===== src/rtl/datapath_control_seq_pkg.sv =====
// Shared definitions for the datapath control sequencer: state encoding,
// opcode values, IR field positions and opcode classification.
package ctrl_seq_pkg;

  typedef enum logic [3:0] {
    ST_IDLE      = 4'd0,
    ST_T0        = 4'd1,
    ST_T1        = 4'd2,
    ST_T2        = 4'd3,
    ST_T3        = 4'd4,
    ST_T4        = 4'd5,
    ST_T5        = 4'd6,
    ST_T6        = 4'd7,
    ST_HALT      = 4'd8,
    ST_STEP_WAIT = 4'd9
  } state_e;

  localparam int OPC_W     = 5;
  localparam int REG_IDX_W = 4;
  localparam int IR_OP_LSB = 27;
  localparam int IR_RA_LSB = 23;
  localparam int IR_RB_LSB = 19;
  localparam int IR_RC_LSB = 15;

  localparam logic [OPC_W-1:0] OP_ADD  = 5'b00011;
  localparam logic [OPC_W-1:0] OP_SUB  = 5'b00100;
  localparam logic [OPC_W-1:0] OP_AND  = 5'b00101;
  localparam logic [OPC_W-1:0] OP_OR   = 5'b00110;
  localparam logic [OPC_W-1:0] OP_SHR  = 5'b00111;
  localparam logic [OPC_W-1:0] OP_SHL  = 5'b01000;
  localparam logic [OPC_W-1:0] OP_ROR  = 5'b01001;
  localparam logic [OPC_W-1:0] OP_ROL  = 5'b01010;
  localparam logic [OPC_W-1:0] OP_MUL  = 5'b01110;
  localparam logic [OPC_W-1:0] OP_DIV  = 5'b01111;
  localparam logic [OPC_W-1:0] OP_NEG  = 5'b10000;
  localparam logic [OPC_W-1:0] OP_NOT  = 5'b10001;
  localparam logic [OPC_W-1:0] OP_HALT = 5'b11011;

  function automatic logic is_binary(input logic [OPC_W-1:0] op);
    case (op)
      OP_ADD, OP_SUB, OP_AND, OP_OR, OP_SHR, OP_SHL, OP_ROR, OP_ROL: is_binary = 1'b1;
      default: is_binary = 1'b0;
    endcase
  endfunction

  function automatic logic is_muldiv(input logic [OPC_W-1:0] op);
    case (op)
      OP_MUL, OP_DIV: is_muldiv = 1'b1;
      default:        is_muldiv = 1'b0;
    endcase
  endfunction

  function automatic logic is_unary(input logic [OPC_W-1:0] op);
    case (op)
      OP_NEG, OP_NOT: is_unary = 1'b1;
      default:        is_unary = 1'b0;
    endcase
  endfunction

  function automatic logic is_defined(input logic [OPC_W-1:0] op);
    is_defined = is_binary(op) | is_muldiv(op) | is_unary(op) | (op == OP_HALT);
  endfunction

endpackage


===== src/rtl/datapath_control_seq_reg_sel_decoder.sv =====
// Register index to one-hot select; mask_r0 suppresses R0 so it can never be written.
module reg_sel_decoder
  import ctrl_seq_pkg::*;
(
  input  logic [REG_IDX_W-1:0] idx,
  input  logic                 en,
  input  logic                 mask_r0,
  output logic [15:0]          onehot
);

  logic [15:0] sel_s;

  // one-hot decode then optional R0 mask
  always_comb begin
    sel_s  = 16'h0000;
    if (en) begin
      sel_s = 16'h0001 << idx;
    end else begin
      sel_s = 16'h0000;
    end
    onehot = sel_s & {15'h7fff, ~mask_r0};
  end

endmodule


===== src/rtl/datapath_control_seq.sv =====
// Moore control sequencer for the single-bus datapath (fetch T0-T2, execute T3-T6).
// Optional SEQ_SINGLE_STEP_EN adds a step input and parks in STEP_WAIT after each instruction.
module datapath_control_seq
  import ctrl_seq_pkg::*;
#(
  parameter int MEM_WAIT = 1,
  parameter int OP_W     = 5
) (
  input  logic            clk,
  input  logic            clr,
`ifdef SEQ_SINGLE_STEP_EN
  input  logic            step,
`endif
  input  logic            start,
  input  logic [31:0]     ir,
  output logic            PCout,
  output logic            MDRout,
  output logic            ZLowout,
  output logic            ZHighout,
  output logic            MARin,
  output logic            MDRin,
  output logic            IRin,
  output logic            Yin,
  output logic            ZLowIn,
  output logic            ZHighIn,
  output logic            HIin,
  output logic            LOin,
  output logic            IncPC,
  output logic            Read,
  output logic [15:0]     r_out,
  output logic [15:0]     r_in,
  output logic [OP_W-1:0] operation,
  output logic            busy,
  output logic            halted,
  output logic            illegal
);

  // A zero wait is treated as one; the counter is 4 bits so the ceiling is 15.
  localparam logic [3:0] WAIT_LAST = (MEM_WAIT <= 1) ? 4'd0 :
                                     (MEM_WAIT >= 15) ? 4'd14 : 4'(MEM_WAIT - 1);

`ifdef SEQ_SINGLE_STEP_EN
  localparam state_e END_STATE = ST_STEP_WAIT;
`else
  localparam state_e END_STATE = ST_T0;
`endif

  state_e                 state_r, state_s;
  logic [3:0]             wait_cnt_r;
  logic [OP_W-1:0]        op_r;
  logic [REG_IDX_W-1:0]   ra_r, rb_r, rc_r;
  logic                   illegal_r;
  logic                   r_out_en_s, r_in_en_s;
  logic [REG_IDX_W-1:0]   r_out_idx_s;
  logic                   unused_ir_s;

  assign unused_ir_s = ^ir[14:0];
  assign illegal     = illegal_r;

  // state register
  always_ff @(posedge clk or negedge clr) begin
    if (!clr) begin
      state_r <= ST_IDLE;
    end else begin
      state_r <= state_s;
    end
  end

  // memory wait counter, cleared whenever we are not in T1
  always_ff @(posedge clk or negedge clr) begin
    if (!clr) begin
      wait_cnt_r <= 4'd0;
    end else if (state_r == ST_T1) begin
      wait_cnt_r <= wait_cnt_r + 4'd1;
    end else begin
      wait_cnt_r <= 4'd0;
    end
  end

  // IR fields captured as IR loads at the end of T2
  always_ff @(posedge clk or negedge clr) begin
    if (!clr) begin
      op_r <= {OP_W{1'b0}};
      ra_r <= 4'd0;
      rb_r <= 4'd0;
      rc_r <= 4'd0;
    end else if (state_r == ST_T2) begin
      op_r <= ir[IR_OP_LSB +: OP_W];
      ra_r <= ir[IR_RA_LSB +: REG_IDX_W];
      rb_r <= ir[IR_RB_LSB +: REG_IDX_W];
      rc_r <= ir[IR_RC_LSB +: REG_IDX_W];
    end else begin
      op_r <= op_r;
      ra_r <= ra_r;
      rb_r <= rb_r;
      rc_r <= rc_r;
    end
  end

  // sticky undefined-opcode flag
  always_ff @(posedge clk or negedge clr) begin
    if (!clr) begin
      illegal_r <= 1'b0;
    end else if ((state_r == ST_T3) && !is_defined(op_r)) begin
      illegal_r <= 1'b1;
    end else begin
      illegal_r <= illegal_r;
    end
  end

  // next-state and Moore output decode
  always_comb begin
    state_s     = state_r;
    PCout       = 1'b0;  MDRout  = 1'b0;  ZLowout = 1'b0;  ZHighout = 1'b0;
    MARin       = 1'b0;  MDRin   = 1'b0;  IRin    = 1'b0;  Yin      = 1'b0;
    ZLowIn      = 1'b0;  ZHighIn = 1'b0;  HIin    = 1'b0;  LOin     = 1'b0;
    IncPC       = 1'b0;  Read    = 1'b0;
    operation   = {OP_W{1'b0}};
    r_out_en_s  = 1'b0;
    r_out_idx_s = rb_r;
    r_in_en_s   = 1'b0;
    busy        = 1'b1;
    halted      = 1'b0;
    case (state_r)
      ST_IDLE: begin
        busy = 1'b0;
        if (start) state_s = ST_T0;
        else       state_s = ST_IDLE;
      end
      ST_T0: begin
        PCout = 1'b1; MARin = 1'b1; IncPC = 1'b1;
        state_s = ST_T1;
      end
      ST_T1: begin
        Read = 1'b1; MDRin = 1'b1;
        if (wait_cnt_r >= WAIT_LAST) state_s = ST_T2;
        else                         state_s = ST_T1;
      end
      ST_T2: begin
        MDRout = 1'b1; IRin = 1'b1;
        state_s = ST_T3;
      end
      ST_T3: begin
        if (is_unary(op_r)) begin
          r_out_en_s = 1'b1; operation = op_r; ZLowIn = 1'b1;
          state_s = ST_T4;
        end else if (is_binary(op_r) || is_muldiv(op_r)) begin
          r_out_en_s = 1'b1; Yin = 1'b1;
          state_s = ST_T4;
        end else begin
          state_s = ST_HALT;
        end
      end
      ST_T4: begin
        if (is_unary(op_r)) begin
          ZLowout = 1'b1; r_in_en_s = 1'b1;
          state_s = END_STATE;
        end else begin
          r_out_en_s = 1'b1; r_out_idx_s = rc_r; operation = op_r;
          ZLowIn = 1'b1; ZHighIn = is_muldiv(op_r);
          state_s = ST_T5;
        end
      end
      ST_T5: begin
        ZLowout = 1'b1;
        if (is_muldiv(op_r)) begin
          LOin = 1'b1;
          state_s = ST_T6;
        end else begin
          r_in_en_s = 1'b1;
          state_s = END_STATE;
        end
      end
      ST_T6: begin
        ZHighout = 1'b1; HIin = 1'b1;
        state_s = END_STATE;
      end
      ST_HALT: begin
        busy = 1'b0; halted = 1'b1;
        state_s = ST_HALT;
      end
      ST_STEP_WAIT: begin
        busy = 1'b0;
`ifdef SEQ_SINGLE_STEP_EN
        if (step) state_s = ST_T0;
        else      state_s = ST_STEP_WAIT;
`else
        state_s = ST_IDLE;
`endif
      end
      default: begin
        busy = 1'b0;
        state_s = ST_IDLE;
      end
    endcase
  end

  reg_sel_decoder u_r_out_dec (
    .idx     (r_out_idx_s),
    .en      (r_out_en_s),
    .mask_r0 (1'b0),
    .onehot  (r_out)
  );

  reg_sel_decoder u_r_in_dec (
    .idx     (ra_r),
    .en      (r_in_en_s),
    .mask_r0 (1'b1),
    .onehot  (r_in)
  );

endmodule

===== config.mk =====
export PLATFORM = sky130hd
export DESIGN_NAME = datapath_control_seq
export DESIGN_NICKNAME = d
export VERILOG_FILES = /design/src/rtl/datapath_control_seq_pkg.sv /design/src/rtl/datapath_control_seq_reg_sel_decoder.sv /design/src/rtl/datapath_control_seq.sv
export SDC_FILE = /design/constraint.sdc
export NUM_CORES = 1
export LEC_CHECK = 0
export CAP_MARGIN = 30
export CORE_ASPECT_RATIO = 0.5
export CORE_MARGIN = 2
export CORE_UTILIZATION = 39
export CTS_BUF_LIST = sky130_fd_sc_hd__clkbuf_8 sky130_fd_sc_hd__clkbuf_16
export CTS_CLUSTER_DIAMETER = 30
export CTS_CLUSTER_SIZE = 30
export DETAILED_ROUTE_END_ITERATION = 6
export PLACE_DENSITY_LB_ADDON = 0.25
export SLEW_MARGIN = 20
export SYNTH_ARGS = -nofsm -noshare
export SYNTH_HDL_FRONTEND = slang
export SYNTH_SLANG_ARGS = --single-unit

===== constraint.sdc =====
create_clock -name clk -period 2.7 [get_ports clk]
set_input_delay 0.405 -clock clk [delete_from_list [all_inputs] [get_ports clk]]
set_output_delay 0.405 -clock clk [all_outputs]
set_load 0.02 [all_outputs]

Word level (Yosys, flattened, before mapping) --
Memories as Yosys holds them, arrays and structs flattened. Cells that the tools add are included.
Operators by class: reductions and logical operators 7, bitwise gates (word level) 3, magnitude comparators 1, mux-type cells 48, add/subtract/negate cells 1, shift operators 2, equal/unequal tests 13
Operators by type and width (count):
- 4-bit one-hot mux with 9 select lines | 1
- 16-bit two-way mux | 2
- 1-bit by 4-bit left shift with 16-bit output, first input constant | 2
- 1-bit two-way mux | 31
- 4-bit two-way mux | 5
- 4-bit by 3-bit equality test with 1-bit output, second input constant | 4
- 5-bit equality test, second input constant | 3
- 5-bit by 4-bit equality test with 1-bit output, second input constant | 2
- 5-bit two-way mux | 2
- 5-bit one-hot mux with 2 select lines | 1
- 4-bit by 2-bit equality test with 1-bit output, second input constant | 2
- 1-bit one-hot mux with 2 select lines | 4
- 7-bit OR reduction | 1
- 3-bit two-way mux | 2
- 4-bit by 1-bit adder with 4-bit output, second input constant | 1
- 4-bit by 1-bit equality test with 1-bit output, second input constant | 1
- 4-bit equality test, second input constant | 1
- 4-bit by 1-bit greater-or-equal comparator with 1-bit output, second input constant | 1
- 4-bit zero test | 1
- 2-bit OR reduction | 2
- 1-bit bitwise OR | 3
- 1-bit logical AND | 1
- 1-bit zero test | 1
- 1-bit logical OR | 1
Word-level totals: output and inout port bits 54, memories 2, ROM bits 32, register bits 26
Memories:
- (no name shown) | depth 16, width 1, rd ports 1, clocked after Yosys merged registers in 0, wr ports 0, RTL line datapath_control_seq_pkg.sv:40 | case (op)
- (no name shown) | depth 16, width 1, rd ports 1, clocked after Yosys merged registers in 0, wr ports 0, RTL line datapath_control_seq_pkg.sv:40

Longest topological paths before layout --
Gate-level depths: netlist (run 1).
depth after elaboration 11, mapped depth 7, mapped depth without buffers 4

By module --
From an unflattened synthesis (run 1), not the netlist that was laid out.
Unflattened totals: cells, all modules 167, area total of the unflattened synthesis 1510.2 sq um
Modules (own cells, without submodules):
- datapath_control_seq | times used 1, sequential area each 550.5 sq um, cells an instance 121, area an instance 1252.5 sq um
- reg_sel_decoder | times used 2, sequential area each 0.0 sq um, cells an instance 23, area an instance 128.9 sq um

Least setup slack after synthesis (run 1) --
No wires, ideal clock.
path type register to output, start register op_r[3], end output r_in[1], slack 0.066 ns, arrival time 2.229 ns, required time 2.295 ns, stages on the path, launching flop included 6, path through dfrtp_1 buf_4 or4b_4 o22ai_4 nand2_2 nor4_1
Between the ends: word-level cells in the longest chain between the ends 7
RTL lines:
- from (decl) | RTL line datapath_control_seq.sv:50 | logic [OP_W-1:0] op_r;
- from (signal assigned) | RTL line datapath_control_seq.sv:83 | op_r <= {OP_W{1'b0}};
- from (signal assigned) | RTL line datapath_control_seq.sv:88 | op_r <= ir[IR_OP_LSB +: OP_W];
- from (signal assigned) | RTL line datapath_control_seq.sv:93 | op_r <= op_r;
- 5-bit by 4-bit equality test with 1-bit output or 5-bit equality test (tied branches) | RTL line datapath_control_seq_pkg.sv:47, datapath_control_seq_pkg.sv:54
- 2-bit OR reduction (on tied branches) | RTL line datapath_control_seq_pkg.sv:47, datapath_control_seq_pkg.sv:54
- 1-bit two-way mux (on tied branches) | RTL line datapath_control_seq_pkg.sv:47, datapath_control_seq_pkg.sv:54
- 1-bit two-way mux | RTL line datapath_control_seq.sv:124 | case (state_r)
- 1-bit two-way mux (on tied branches) | RTL line datapath_control_seq.sv:166, datapath_control_seq.sv:155
- 1-bit one-hot mux with 2 select lines (*) | RTL line datapath_control_seq.sv:124
- 16-bit two-way mux (*) | RTL line datapath_control_seq_reg_sel_decoder.sv:16 | if (en) begin
- to (decl) | RTL line datapath_control_seq.sv:31 | output logic [15:0] r_in,
Mark *: on every way between the ends. The rest lies on a longest branch, timed or not. The select of a mux whose other input is x is not followed.

Worst setup path after layout (run 1) --
start register op_r[3], end output r_in[3]
Same word-level chain as after synthesis.

==> results.txt, run 1 <==
post-DR wirelength/cell: 15.1 um
max-cap viol count: 0
number of hold violations in the final report: 0
Sequential Power Share: 27.5%
maximum fanout count along the critical path: 8
remaining global-route overflow: 0
count of vias placed by the detailed router: 1704
final net count: 297
number of cells produced by synthesis: 181
HP Class: flop to flop
slowest cell delay on critical path: 600 ps
async set or reset register ratio after synthesis: 100%
diode count: 0
CTS Root Buffer Type: clkbuf_8
# rows: 16
core outline area: 3980 sq um
Critical path origin: op_r[3]$_DFFE_PN0P_
count of unresolved DRC violations after routing: 0
total die area: 4820 sq um
clock power share: 12.2%
via/cell ratio: 5.41
CP Cell Sequence: or4b_4, o22ai_4, nand2_2, nor4_2, clkdlybuf4s15_2
power per cell area: 998 nW/um^2
Design Power: 2.52 mW
Crit Reg-Reg Startpoint: op_r[1]$_DFFE_PN0P_
insertion delay to the later sink of the worst-skew pair: 270 ps
final hold slack: 479 ps
combinational power share: 60.4%
total number of H-tree levels: 1
Crit path required time: 2300 ps
Post-synth EDFFs: 0
first-pass GRT wire length: 7360 um
count of unique library cells instantiated by Yosys: 46
element type at the critical path start: flop
non-filler instance count after layout: 315
final max-slew violation count: 0
area of the mapped netlist: 1660 sq um
Pre-Repair DR Iteration Count: 4
clock-pin slew on the worst setup and hold paths: 70 ps
vias in the first global route: 1573
antenna-violating nets left: 0
Synth warnings: 0
min Tclk post-route: 2670 ps
overall global routing resource usage: 19.6%
WS Path Type: flop to output pin
ratio of cells with drive above 1 in the final layout: 39.1%
clock skew after layout: 10.1 ps
I/O Pins: 89
clock tree from TritonCTS: yes
cell with the largest stage delay on the worst path: or4b_4
input/output buffers: 72
initial core utilization: 41.6%
total area of multi-input combinational cells: 1060 sq um
Total Wirelength: 4760 um
slack of the critical path: 34.3 ps
pre-CTS worst setup slack: -181 ps
peak supply drop: 0.000464 V
Internal Pwr Total: 1.39 mW
placer's final routability congestion estimate: 0.809
kind of cell adding the most delay to the critical path: simple AND/OR/NAND/NOR gates
number of hold-repair buffers added at the cts stage: 0
leak pwr: 1.02 nW
Storage cell area: 552 sq um
status: completed
switching pwr: 1.13 mW
switching power share of the total: 44.9%
buffers plus inverters on the worst setup path: 1
number of antenna violations at the first check in global routing: 0
# placed instances: 311
area growth from synthesis to final layout: 52.5%
mean area per synthesized cell: 9.17 sq um
maximum operating frequency: 375 MHz
syn nets: 216
half-perimeter wire length after placement: 3540 um
CTS Sinks: 22
share of the yosys chip area belonging to registers: 33.2%
maximum root-to-sink buffer count: 2
chip height: 50.1 um
maximum number of pins on one net before global-route repair: 23
leading register cell type out of synthesis: dfrtp_1
fillcell total: 350
worst endpoint data arrival time: 2260 ps
starting DRC count in detailed routing: 88
Finished Core Util: 63.5%
number of setup violations in the final report: 0
setup repair after global routing missed its margin: true
die width: 96.2 um
number of synthesized register bits: 22
CTS buffer count: 3
endpoint class of the critical path: output pin
Hold Startpoint: illegal$_DFFE_PN0P_
crit share post-route: 98.7%
[worst paths after layout]
kind	end	slack (ps)	depth (start not counted)
max	r_in[3]	30	5
min	illegal$_DFFE_PN0P_	480	1
max reg2reg	state_r[2]$_DFF_PN0_	1010	5
min reg2reg	illegal$_DFFE_PN0P_	480	1
max in group asynchronous	op_r[3]$_DFFE_PN0P_	1960	2
min in group asynchronous	rb_r[0]$_DFFE_PN0P_	490	2
[layout make-up]
class,instances,share of cell area [%]
inverter,5,0.742
clock buffer,3,1.63
multi-input combinational,133,41.9
sequential,22,21.8
tap,54,2.67
clock inverter,1,1.19
timing repair buffer,97,30.1
[layer usage]
| metal | part of all wire [%] | GRT usage [%] |
|---|---|---|
| met2 | 49 | 33.6 |
| met3 | 4.4 | 3.52 |
| met4 | 0 | 2.86 |
| met5 | 0 | 0 |
| met1 | 46 | 26.5 |
[worst register-to-register path: stages (launching register included)]
cell and delay, ps:
dfrtp_1 420, buf_4 190, nor4b_4 380, nor2_1 130, nor2_1 330, nand3_1 120
[flip-flops by register name (all words and copies together) (netlist names)]
| name | flops |
|---|---|
| state_r | 4 |
| rc_r | 4 |
| ra_r | 4 |
| op_r | 5 |
| illegal | 1 |
| rb_r | 4 |
[Yosys cell counts, types with 2 or more instances]
master	instances	share of area, %
buf_4	7	3.2
nor2b_1	4	1.5
a211oi_1	17	7.7
nor3_1	11	3.3
o31ai_1	2	0.90
or4b_1	2	1.2
nand2_1	9	2.0
o21bai_1	2	0.90
buf_6	2	1.4
buf_2	5	1.5
nor4_1	4	1.5
nand3_1	3	0.90
inv_1	5	1.1
dfrtp_1	22	33
and2_1	5	1.9
clkbuf_1	6	1.4
nand4b_1	2	1.1
o21ai_0	5	1.5
nor2_1	14	3.2
nand2b_1	5	1.9
mux2_2	8	5.4
a21oi_1	6	1.8
a31oi_1	4	1.5
mux2_1	6	4.1
nor4b_4	2	2.9
nor4b_1	3	1.6
[cell usage in the layout (no fill, tap or decap), types with 6 or more instances in the layout]
master / synthesis / final
clkdlybuf4s50_1: 0 / 37
buf_4: 7 / 28
dfrtp_1: 22 / 21
buf_2: 5 / 16
nor2_1: 14 / 13
clkbuf_2: 0 / 12
a211oi_1: 17 / 9
nand2_1: 9 / 8
nor3_1: 11 / 8
a211oi_2: 0 / 8
mux2_2: 8 / 8
a21oi_1: 6 / 6
mux2_1: 6 / 6
[timing repair]
action	in CTS	in global routing
buffers inserted	0	0
endpoints found under the setup margin	35	34
gates resized for setup	115	54
pin swaps	0	1
hold endpoints to repair	0	0
[power by group through the flow]
stage | Clock (mW) | Combinational [mW] | Sequential, mW
after CTS | 0.317 | 1.47 | 0.680
after global placement | 0 | 1.43 | 0.668
after global routing | 0.331 | 1.65 | 0.721
final | 0.307 | 1.52 | 0.694
after detailed placement | 0 | 1.47 | 0.682
after floorplan | 0 | 1.03 | 0.617
[logic make-up after synthesis]
family                 after synthesis  share of synthesized area [%]
flip-flops                          22                           33.2
multiplexers                        14                           9.50
AO/OA/AOI/OAI                       42                           19.0
XOR/XNOR                             2                           1.06
AND/OR/NAND/NOR                     74                           28.3
buffers and inverters               26                           8.75
other                                1                          0.226
[stage by stage]
| step | TNS, ps | instance area, sq um |
|---|---|---|
| floorplan | 0 | 1660 |
| global placement | -1470 | 2510 |
| detailed placement | -1990 | 2510 |
| CTS | 0 | 2540 |
| global route | -145 | 2530 |
| finish | 0 | 2530 |
(Power assumes the default switching activity.)
==> run 2, diff against run 1 <==
CORE_MARGIN = 8   (was 2)
==> run 2 against run 1 <==
Effect of this change: non-clock buffer count increased by 3; cell count increased by 0.63%; cell area decreased by 1.4%; combinational power about the same; clock power decreased by 34%; wire length increased by 8.7%; flip-flop and latch count unchanged; worst setup slack improved by 15 ps; via count decreased by 1.3%; sequential share of layout area increased by 0.32 points; maximum frequency increased by 0.56%; critical endpoint is now r_out[7]; largest cell class unchanged.
==> results.txt, run 2 (synthesis gave the netlist of run 1 again) <==
status: completed
slowest cell delay on critical path: 580 ps
post-DR wirelength/cell: 16.3 um
Worst Reg2Reg Path Length in Cells: 5
destination of the worst register-to-register timing path: state_r[2]$_DFF_PN0_
# rows: 16
antenna-violating nets left: 0
first-pass GRT wire length: 8270 um
pre-CTS worst setup slack: -195 ps
Critical path origin: state_r[3]$_DFF_PN0_
diode count: 0
fillcell total: 368
overall global routing resource usage: 14.9%
via/cell ratio: 5.30
Crit Reg-Reg Startpoint: op_r[3]$_DFFE_PN0P_
leak pwr: 1.03 nW
total area of multi-input combinational cells: 1010 sq um
number of instances on the worst hold path: 1
crit share post-route: 98.2%
Crit path required time: 2300 ps
cell with the largest stage delay on the worst path: or4b_4
buffers plus inverters on the worst setup path: 1
clock tree from TritonCTS: yes
final max-slew violation count: 0
input/output buffers: 72
Finished Core Util: 62.6%
chip height: 62.1 um
Hold Path Sink: illegal$_DFFE_PN0P_
element type at the critical path start: flop
total die area: 6720 sq um
top library cells by usage in the layout, fill and taps aside: clkdlybuf4s50_1 (36), buf_4 (34), dfrtp_1 (21)
internal reg-to-reg setup slack: 1000 ps
total number of H-tree levels: 1
max-cap viol count: 0
count of unresolved DRC violations after routing: 0
remaining global-route overflow: 0
number of hold violations in the final report: 0
die width: 108 um
kind of cell adding the most delay to the critical path: simple AND/OR/NAND/NOR gates
area growth from synthesis to final layout: 50.3%
clock skew after layout: 3.70 ps
endpoint class of the critical path: output pin
CTS Root Buffer Type: clkbuf_8
CP Cell Sequence: nor4b_4, o21ai_2, or4b_4, a211oi_1, buf_2
number of setup violations in the final report: 0
initial core utilization: 41.6%
HP Class: flop to flop
insertion delay to the later sink of the worst-skew pair: 260 ps
peak supply drop: 0.000395 V
core outline area: 3980 sq um
CTS Sinks: 22
depth of the critical timing path with buffers and inverters included: 5
Pre-Repair DR Iteration Count: 4
maximum fanout count along the critical path: 8
Design Power: 2.41 mW
placer's final routability congestion estimate: 0.784
half-perimeter wire length after placement: 4110 um
clock-pin slew on the worst setup and hold paths: 80 ps
Storage cell area: 552 sq um
maximum root-to-sink buffer count: 2
final hold slack: 483 ps
worst endpoint data arrival time: 2250 ps
count of vias placed by the detailed router: 1681
Hold Startpoint: illegal$_DFFE_PN0P_
power per cell area: 967 nW/um^2
setup repair after global routing missed its margin: true
max FFs per register: 5
min Tclk post-route: 2650 ps
vias in the first global route: 1693
CTS buffer count: 3
ratio of cells with drive above 1 in the final layout: 35.7%
maximum number of pins on one net before global-route repair: 23
Total Wirelength: 5170 um
starting DRC count in detailed routing: 43
most common library cell in the layout ignoring fill and taps: clkdlybuf4s50_1
I/O Pins: 89
maximum operating frequency: 377 MHz
final net count: 300
WS Path Type: flop to output pin
slack of the critical path: 49.2 ps
most flop-heavy register: op_r
number of antenna violations at the first check in global routing: 0
run 2: cell count changes in the layout (fill, tap and decap cells not counted), sizes merged:
cell           change
buf                +4
clkbuf             -2
bufinv             -1
clkdlybuf4s15      +1
clkdlybuf4s50      -1
dlymetal6s2s       +1
run 2: metrics by stage:
stage	cell area [sq um]	TNS (ps)	instances
2_1_floorplan	1660	0	181
3_3_place_gp	2530	-1450	313
3_5_place_dp	2530	-2380	313
4_1_cts	2530	0	316
5_1_grt	2490	-93.3	317
6_report	2490	0	317
run 2: worst max path at each step:
stage / to / slack [ps]
after CTS: r_out[7] / 0.2
after global routing: r_in[8] / -20
after detailed placement: r_out[13] / -190
after floorplan: r_in[1] / 70
final: r_out[7] / 50
after global placement: r_out[3] / -120
run 2: final cells by class:
type,instances,area share [%]
inverters,5,0.753
multi-input cells,133,40.7
well taps,54,2.71
clock buffers,3,1.66
flip-flops and latches,22,22.1
repair buffers,100,32.1
run 2: power breakdown:
| group | leakage [nW] | total (mW) | switching [mW] | internal, mW |
|---|---|---|---|---|
| combinational | 0.752 | 1.53 | 0.808 | 0.721 |
| sequential | 0.260 | 0.678 | 0.182 | 0.496 |
| clock | 0.0216 | 0.204 | 0.105 | 0.0996 |
run 2: what timing repair did:
action                                  CTS  global route
pin swaps                                 1             6
cloned                                    0             0
buffers inserted                          0             1
endpoints found under the setup margin   35            34
hold buffers                              0             0
resized for setup                       116            49
run 2: layer usage:
layer  GRT usage, %  up-vias  wire (um)
li1               -      824          -
met1           17.9      798       2280
met2           25.3       53       2520
met3           4.22        6        307
met4           3.95        0         60
met5              0        -          0
run 2: worst reg2reg max path, cell delays in order (launching register included):
cell,delay (ps)
dfrtp_2,460
buf_4,160
nor4b_4,350
nor2_1,130
nor2_1,330
nand3_1,140
